## config.mk

```make
export PLATFORM = sky130hd
export DESIGN_NAME = rect_calc
export DESIGN_NICKNAME = d
export VERILOG_FILES = /design/src/rtl/rect_calc_pkg.sv /design/src/rtl/shift_add_mul.sv /design/src/rtl/rect_calc.sv
export SDC_FILE = /design/constraint.sdc
export NUM_CORES = 1
export LEC_CHECK = 0
export CAP_MARGIN = 5
export CORE_MARGIN = 4
export CORE_UTILIZATION = 53
export DETAILED_ROUTE_END_ITERATION = 8
export PLACE_DENSITY = 0.74
export SETUP_SLACK_MARGIN = 0.05
export SLEW_MARGIN = 25
export SYNTH_ARGS = -nofsm -noshare
export SYNTH_HDL_FRONTEND = slang
export SYNTH_HIERARCHICAL = 1
export SYNTH_SLANG_ARGS = --single-unit
```

## constraint.sdc

```tcl
create_clock -name clock -period 2.94 [get_ports clock]
set_input_delay 0.735 -clock clock [delete_from_list [all_inputs] [get_ports clock]]
set_output_delay 0.735 -clock clock [all_outputs]
set_load 0.01 [all_outputs]
```

## src/rtl/rect_calc_pkg.sv

```systemverilog
// Shared types and constants for the rect_calc perimeter/area unit.
package rect_calc_pkg;

  typedef enum logic [1:0] {
    IDLE,
    CALC,
    DONE
  } state_t;

  localparam logic MODE_PERIM = 1'b0;
  localparam logic MODE_AREA  = 1'b1;

  // Step counter width for an n-step multiply; never narrower than one bit.
  function automatic int unsigned step_cnt_w(input int unsigned n);
    return (n < 2) ? 1 : $clog2(n);
  endfunction

endpackage

```

## src/rtl/shift_add_mul.sv

```systemverilog
// Multi-cycle shift-add multiplier: one multiplier bit per clock, LSB first.
module shift_add_mul
  import rect_calc_pkg::*;
#(
  parameter int unsigned N = 4
) (
  input  logic           clock,
  input  logic           reset,
  input  logic           start,
  input  logic [N-1:0]   a,
  input  logic [N-1:0]   b,
  output logic           busy,
  output logic           done,
  output logic [2*N-1:0] product
);

  localparam int unsigned CW = step_cnt_w(N);
  localparam logic [CW-1:0] LAST = CW'(N - 1);

  logic [2*N-1:0] acc;
  logic [2*N-1:0] acc_next;
  logic [2*N-1:0] mcand;
  logic [N-1:0]   mplier;
  logic [CW-1:0]  cnt;

  always_comb begin
    acc_next = acc;
    if (mplier[0]) acc_next = acc + mcand;
  end

  // product is taken combinationally so the final partial sum lands on the done edge
  assign done    = busy && (cnt == LAST);
  assign product = acc_next;

  always_ff @(posedge clock) begin
    if (reset) begin
      acc    <= '0;
      mcand  <= '0;
      mplier <= '0;
      cnt    <= '0;
      busy   <= 1'b0;
    end else if (start) begin
      acc    <= '0;
      mcand  <= (2*N)'(a);
      mplier <= b;
      cnt    <= '0;
      busy   <= 1'b1;
    end else if (busy) begin
      acc    <= acc_next;
      mcand  <= mcand << 1;
      mplier <= mplier >> 1;
      cnt    <= cnt + 1'b1;
      if (cnt == LAST) busy <= 1'b0;
    end
  end

endmodule

```

## src/rtl/rect_calc.sv

```systemverilog
// Handshake-driven rectangle unit: perimeter 2(a+b) in one cycle or area a*b in N cycles.
module rect_calc
  import rect_calc_pkg::*;
#(
  parameter int unsigned N = 4
) (
  input  logic           clock,
  input  logic           reset,
  input  logic [N-1:0]   a,
  input  logic [N-1:0]   b,
  input  logic           mode,
  input  logic           dav_,
  output logic           rfd,
  output logic [2*N-1:0] out
);

  state_t state;
  state_t state_next;

  logic [N-1:0]   a_q;
  logic [N-1:0]   b_q;
  logic           mode_q;
  logic           accept;
  logic           out_we;
  logic [2*N-1:0] out_d;
  logic [2*N-1:0] perim;
  logic           mul_busy;
  logic           mul_done;
  logic [2*N-1:0] mul_product;

  assign accept = (state == IDLE) && !dav_;
  assign rfd    = (state == IDLE);
  assign perim  = ((2*N)'(a_q) + (2*N)'(b_q)) << 1;

  // The multiplier loads straight from the ports on the accepting edge so its
  // N steps finish on edge k+N rather than k+N+1.
  shift_add_mul #(
    .N(N)
  ) u_mul (
    .clock  (clock),
    .reset  (reset),
    .start  (accept && (mode == MODE_AREA)),
    .a      (a),
    .b      (b),
    .busy   (mul_busy),
    .done   (mul_done),
    .product(mul_product)
  );

  always_ff @(posedge clock) begin
    if (reset) state <= IDLE;
    else       state <= state_next;
  end

  always_comb begin
    state_next = state;
    out_we     = 1'b0;
    out_d      = '0;
    case (state)
      IDLE: begin
        if (!dav_) state_next = CALC;
      end
      CALC: begin
        if (mode_q == MODE_PERIM) begin
          out_we     = 1'b1;
          out_d      = perim;
          state_next = DONE;
        end else if (mul_done) begin
          out_we     = 1'b1;
          out_d      = mul_product;
          state_next = DONE;
        end else if (!mul_busy) begin
          state_next = IDLE;
        end
      end
      DONE: begin
        if (dav_) state_next = IDLE;
      end
      default: state_next = IDLE;
    endcase
  end

  always_ff @(posedge clock) begin
    if (reset) begin
      a_q    <= '0;
      b_q    <= '0;
      mode_q <= MODE_PERIM;
    end else if (accept) begin
      a_q    <= a;
      b_q    <= b;
      mode_q <= mode;
    end
  end

  always_ff @(posedge clock) begin
    if (reset)       out <= '0;
    else if (out_we) out <= out_d;
  end

endmodule

```

[Yosys cells after proc, flatten, opt, wreduce, memory -nomap -nowiden]
Index checks and enable logic that the tools add are counted.
Storage, ports and cells
  bits in registers: 42
  input port bits: 12
Operators by class
  $add $sub $neg: 3
  equal/unequal tests: 6
  reductions and logical operators: 8
  multiplexer cells: 20
Operator list (count)
  $mux W8: 4
  $mux W4: 4
  $mux W2: 5
  $add A8 B8 Y8: 1
  $mux W1: 6
  $pmux W2 S3: 1
  $add A4 B4 Y5: 1
  $eq A2 B2 Y1 const B: 2
  $ne A2 B2 Y1 const B: 2
  $ne A4 B4 Y1 const B: 1
  $logic_and A1 B1 Y1: 3
  $reduce_and A3 Y1: 1
  $add A2 B1 Y2 const B: 1
  $eq A2 B1 Y1 const B: 1
  $logic_not A2 Y1: 1
  $reduce_bool A2 Y1: 1
  $reduce_or A2 Y1: 1
  $logic_not A1 Y1: 1

[Depth between registers and ports, before layout]
  depth in word-level cells: 5
  depth in mapped cells: 11
  depth with buffers taken out: 11

[Cells and area by module]
Netlist, hierarchy kept.
Modules (own cells, without submodules)
  shift_add_mul: area each 1405.1 µm², times used 1, seq. area each 460.4 µm², cells an instance 161
  rect_calc: area each 943.4 µm², times used 1, seq. area each 380.4 µm², cells an instance 113

[Worst setup path after synthesis]
Ideal clock, no wire load.
  path type: input-to-reg
  from: input port dav_
  to: register u_mul.acc[7]
  stages on the path: 10
  slack: 557 ps
  arrival: 2249 ps
  path buffers: 2
  cells stage by stage: nor3_2 > nand2_2 > inv_1 > buf_6 > or2_1 > buf_6 > nor4_1 > nand3_1 > o21ai_0 > or4b_1
On the way
  cells in the longest elaborated chain, start to end: 4
RTL lines
  from (decl): RTL line rect_calc.sv:12  | input logic dav_,
  $logic_not A1 Y1
  $logic_and A1 B1 Y1: RTL line rect_calc.sv:31  | assign accept = (state == IDLE) && !dav_;
  $logic_and A1 B1 Y1: RTL line rect_calc.sv:42  | .start (accept && (mode == MODE_AREA)),
  $reduce_or A2 Y1 (no source line)
  to (signal assigned): RTL line shift_add_mul.sv:49  | acc <= acc_next;
  to (decl): RTL line shift_add_mul.sv:20  | logic [2*N-1:0] acc;
Every way passes these cells.
A chain may end at the register's enable or synchronous reset.

[Worst setup path after layout]
Same ends and word-level chain as after synthesis.

==> flow_summary.yaml <==
place:
  portBuffers: 20
  preCtsSetupSlack_ns: 0.198
  routabilityCongestion: 0.881
  dpl.hpwl_mm: 3.63
worst_setup_path:
  end_kind: "flop"
  reg2reg_slack_ns: 0.52
  start_kind: "input port"
  r2r_cells: 10
  critPathMaxFanout: 8
  worstReg2RegEnd: "out[6]$_SDFFE_PP0P_"
  worst_r2r_startpoint: "u_mul/acc[0]$_SDFFE_PP0P_"
  crit_required_ns: 3.19
  startpoint: "dav_"
  criticalPathCategory: "in2reg"
  cp.arrival_ns: 2.70
  cp-endpoint: "u_mul/acc[7]$_SDFFE_PP0P_"
floorplanning:
  io_pins: 21
  start_util_pct: 56.7
  dieArea_mm2: 0.00556
  core_area_mm2: 0.00414
  num_rows: 23
  die_height_um: 74.6
  fp.dieW_um: 74.6
logic_synthesis:
  syn_area_per_cell_um2: 8.57
  synth_fa_ha_area_share_pct: 8.10
  synth-compound-area-share_pct: 18.2
  syn-cell-area_mm2: 0.00235
  synth_nets: 300
  yosysTopAreaCellShare_pct: 35.8
  synthMuxAreaShare_pct: 8.31
  synthCells: 274
  yosysUniqueCellTypes: 56
  ys_warn_count: 6
  synth_ff_type: "dfxtp_1"
  synth_top_cell_by_area: "dfxtp_1"
  ys_seq_elements: 42
  synthXorXnorAreaFrac_pct: 2.24
  synth_top_family_by_area: "simple AND/OR/NAND/NOR gates"
  synthSimpleGateAreaFrac_pct: 22.5
  synth_edf_count: 0
  synth.area.top_cells: "dfxtp_1 (36%), ha_1 (6.4%), mux2i_1 (6.4%)"
  synthArstFlopShare_pct: 0
  seq_area_frac_synth_pct: 35.8
sta:
  finalSetupTns_ns: 0
  fin_crit_ns: 2.45
  hold_viol: 0
  worstMarginPinSlew_ns: 0.656
  setup-violations-final: 0
  fmax_mhz: 408
  clock_skew_ns: 0.0110
  slew_viol_final: 0
  fin_ws_ns: 0.488
  timing.slew.headroom_pct: 56.1
  rsz0062_at_grt: "no"
  period_share_pct: 83.4
clocking:
  cts_tree: "done"
  cts-resized-gates: 0
  clock_path_buffers: 2
  clk_pin_slew_worst_paths_ns: 0.08
  htreeDepth: 2
  cts_made_buffers: 5
  ctsHoldBuffers: 0
  worstSkewPairLatency_ns: 0.29
  cts_root_buf: "clkbuf_8"
  post_cts_buffers: 0
  clkSinkCount: 42
finish:
  layout.nets: 318
  diodes: 0
  area_growth_pct: 14.1
  drive_gt1_share_pct: 8.90
  final_cell_mix: "dfxtp_1 (42), nor2_1 (40), a21oi_1 (29)"
  layout_commonest_cell: "dfxtp_1"
  final.fill_count: 370
global_route:
  first_global_vias: 1803
  track_usage_pct: 19.7
  grt_max_degree: 31
  antenna_found_initial: 0
  gr-total-overflow: 0
  grt_first_pass_wirelength_mm: 8.47
power_and_ir_drop:
  switching_share_pct: 25.2
  switchingPower_mw: 0.322
  peakVddDrop_mv: 0.336
  power_leakage_nw: 1.04
  cellPowerDensity_mw_per_mm2: 477
  internal_power_mw: 0.957
  clkPwrFrac_pct: 36.6
  pwr-share-comb_pct: 14.0
  p_seq_share_pct: 49.4
routing:
  dr.first_iter.drc_count: 93
  ant_nets: 0
  wl_per_cell_um: 14.4
  drc: 0
  routed_via_density: 5.63
  wl_mm: 4.93
  vias: 1926
  drt-pass1-iter-count: 4
job:
  maxCapViolCount: 0
status:
  run_status: "finished, final reports clean"
hold_path:
  hold_path_class: "reg2reg"
## synthesized netlist by cell type (all sizes together) (2+ instances only)
master	n
ha	12
xnor2	5
a211oi	2
nand3	4
nor2b	7
mux2	4
a22o	2
o21ai	12
a21oi	31
o21a	3
nand2b	5
dfxtp	42
buf	10
o311ai	2
and3	2
nor2	41
a21o	3
fa	2
nand2	27
nor3b	3
a311oi	2
clkbuf	4
inv	8
nand4b	2
nor4	3
mux2i	15
nor3	3
or4b	2
## critical path, cell delays in order
cell and delay (ns):
clkdlybuf4s50_1 0.53, nor3_2 0.07, nand2_2 0.09, inv_1 0.06, or2_1 0.32, or4b_4 0.55, a21oi_2 0.13, a21oi_1 0.04
or4b_1 0.16
## layout make-up
type	count	area (µm²)	share of cell area [%]
multi-input cells	210	1400	52.1
flip-flops and latches	42	841	31.4
repair buffers	25	238	8.87
clock buffers	6	82.6	3.08
well taps	50	62.6	2.34
clock inverters	1	30.0	1.12
inverters	8	30.0	1.12
## power by group through the flow
stage          Clock [mW]  Sequential (mW)  Combinational, mW
6_report            0.468            0.632              0.179
3_5_place_dp            0            0.645              0.178
5_1_grt             0.496            0.638              0.201
2_1_floorplan           0            0.632              0.135
4_1_cts             0.480            0.632              0.180
3_3_place_gp            0            0.644              0.176
## routing by layer
| layer | up-vias | track usage (%) | wire length, µm |
|---|---|---|---|
| met2 | 45 | 32.2 | 2270 |
| met5 | - | 0 | 0 |
| li1 | 1000 | - | - |
| met4 | 0 | 4.94 | 72 |
| met1 | 874 | 26.5 | 2340 |
| met3 | 7 | 4.05 | 243 |
## cells by family (layout without fill, tap and decap cells)
| kind of cell | after synthesis | count (layout) |
|---|---|---|
| XOR/XNOR | 6 | 6 |
| flip-flops | 42 | 42 |
| AO/OA/AOI/OAI | 66 | 66 |
| buffers and inverters | 22 | 40 |
| multiplexers | 19 | 19 |
| AND/OR/NAND/NOR | 105 | 105 |
| adder cells (fa/ha/maj) | 14 | 14 |
## registers in the layout, summed over array words and instances, names as in the netlist
register      cells
out               8
u_mul/acc         8
u_mul/mcand       8
a_q               4
b_q               4
u_mul/mplier      4
state             2
u_mul/cnt         2
mode_q            1
u_mul/busy        1
## metrics by stage
stage | power [mW] | std cells | util, % | instance area [µm²] | hold WS, ns
finish | 1.28 | 342 | 64.6 | 2680 | 0.463
global route | 1.34 | 342 | 64.6 | 2680 | 0.486
CTS | 1.29 | 342 | 64.6 | 2680 | 0.465
detailed placement | 0.823 | 335 | 61.9 | 2570 | 0.454
global placement | 0.820 | 335 | 61.9 | 2570 | 0.452
floorplan | 0.767 | 274 | - | 2350 | 0.440
## worst min path at each step
stage               cells past startpoint  slack [ns]                   to                start
floorplan                               2        0.44  b_q[0]$_SDFFE_PP0N_  b_q[0]$_SDFFE_PP0N_
global placement                        2        0.45  a_q[2]$_SDFFE_PP0N_  a_q[2]$_SDFFE_PP0N_
detailed placement                      2        0.45  a_q[0]$_SDFFE_PP0N_  a_q[0]$_SDFFE_PP0N_
CTS                                     2        0.47  a_q[0]$_SDFFE_PP0N_  a_q[0]$_SDFFE_PP0N_
global route                            2        0.49  a_q[0]$_SDFFE_PP0N_  a_q[0]$_SDFFE_PP0N_
finish                                  2        0.46  a_q[0]$_SDFFE_PP0N_  a_q[0]$_SDFFE_PP0N_
Note: power is estimated with default switching activity, not from simulation.
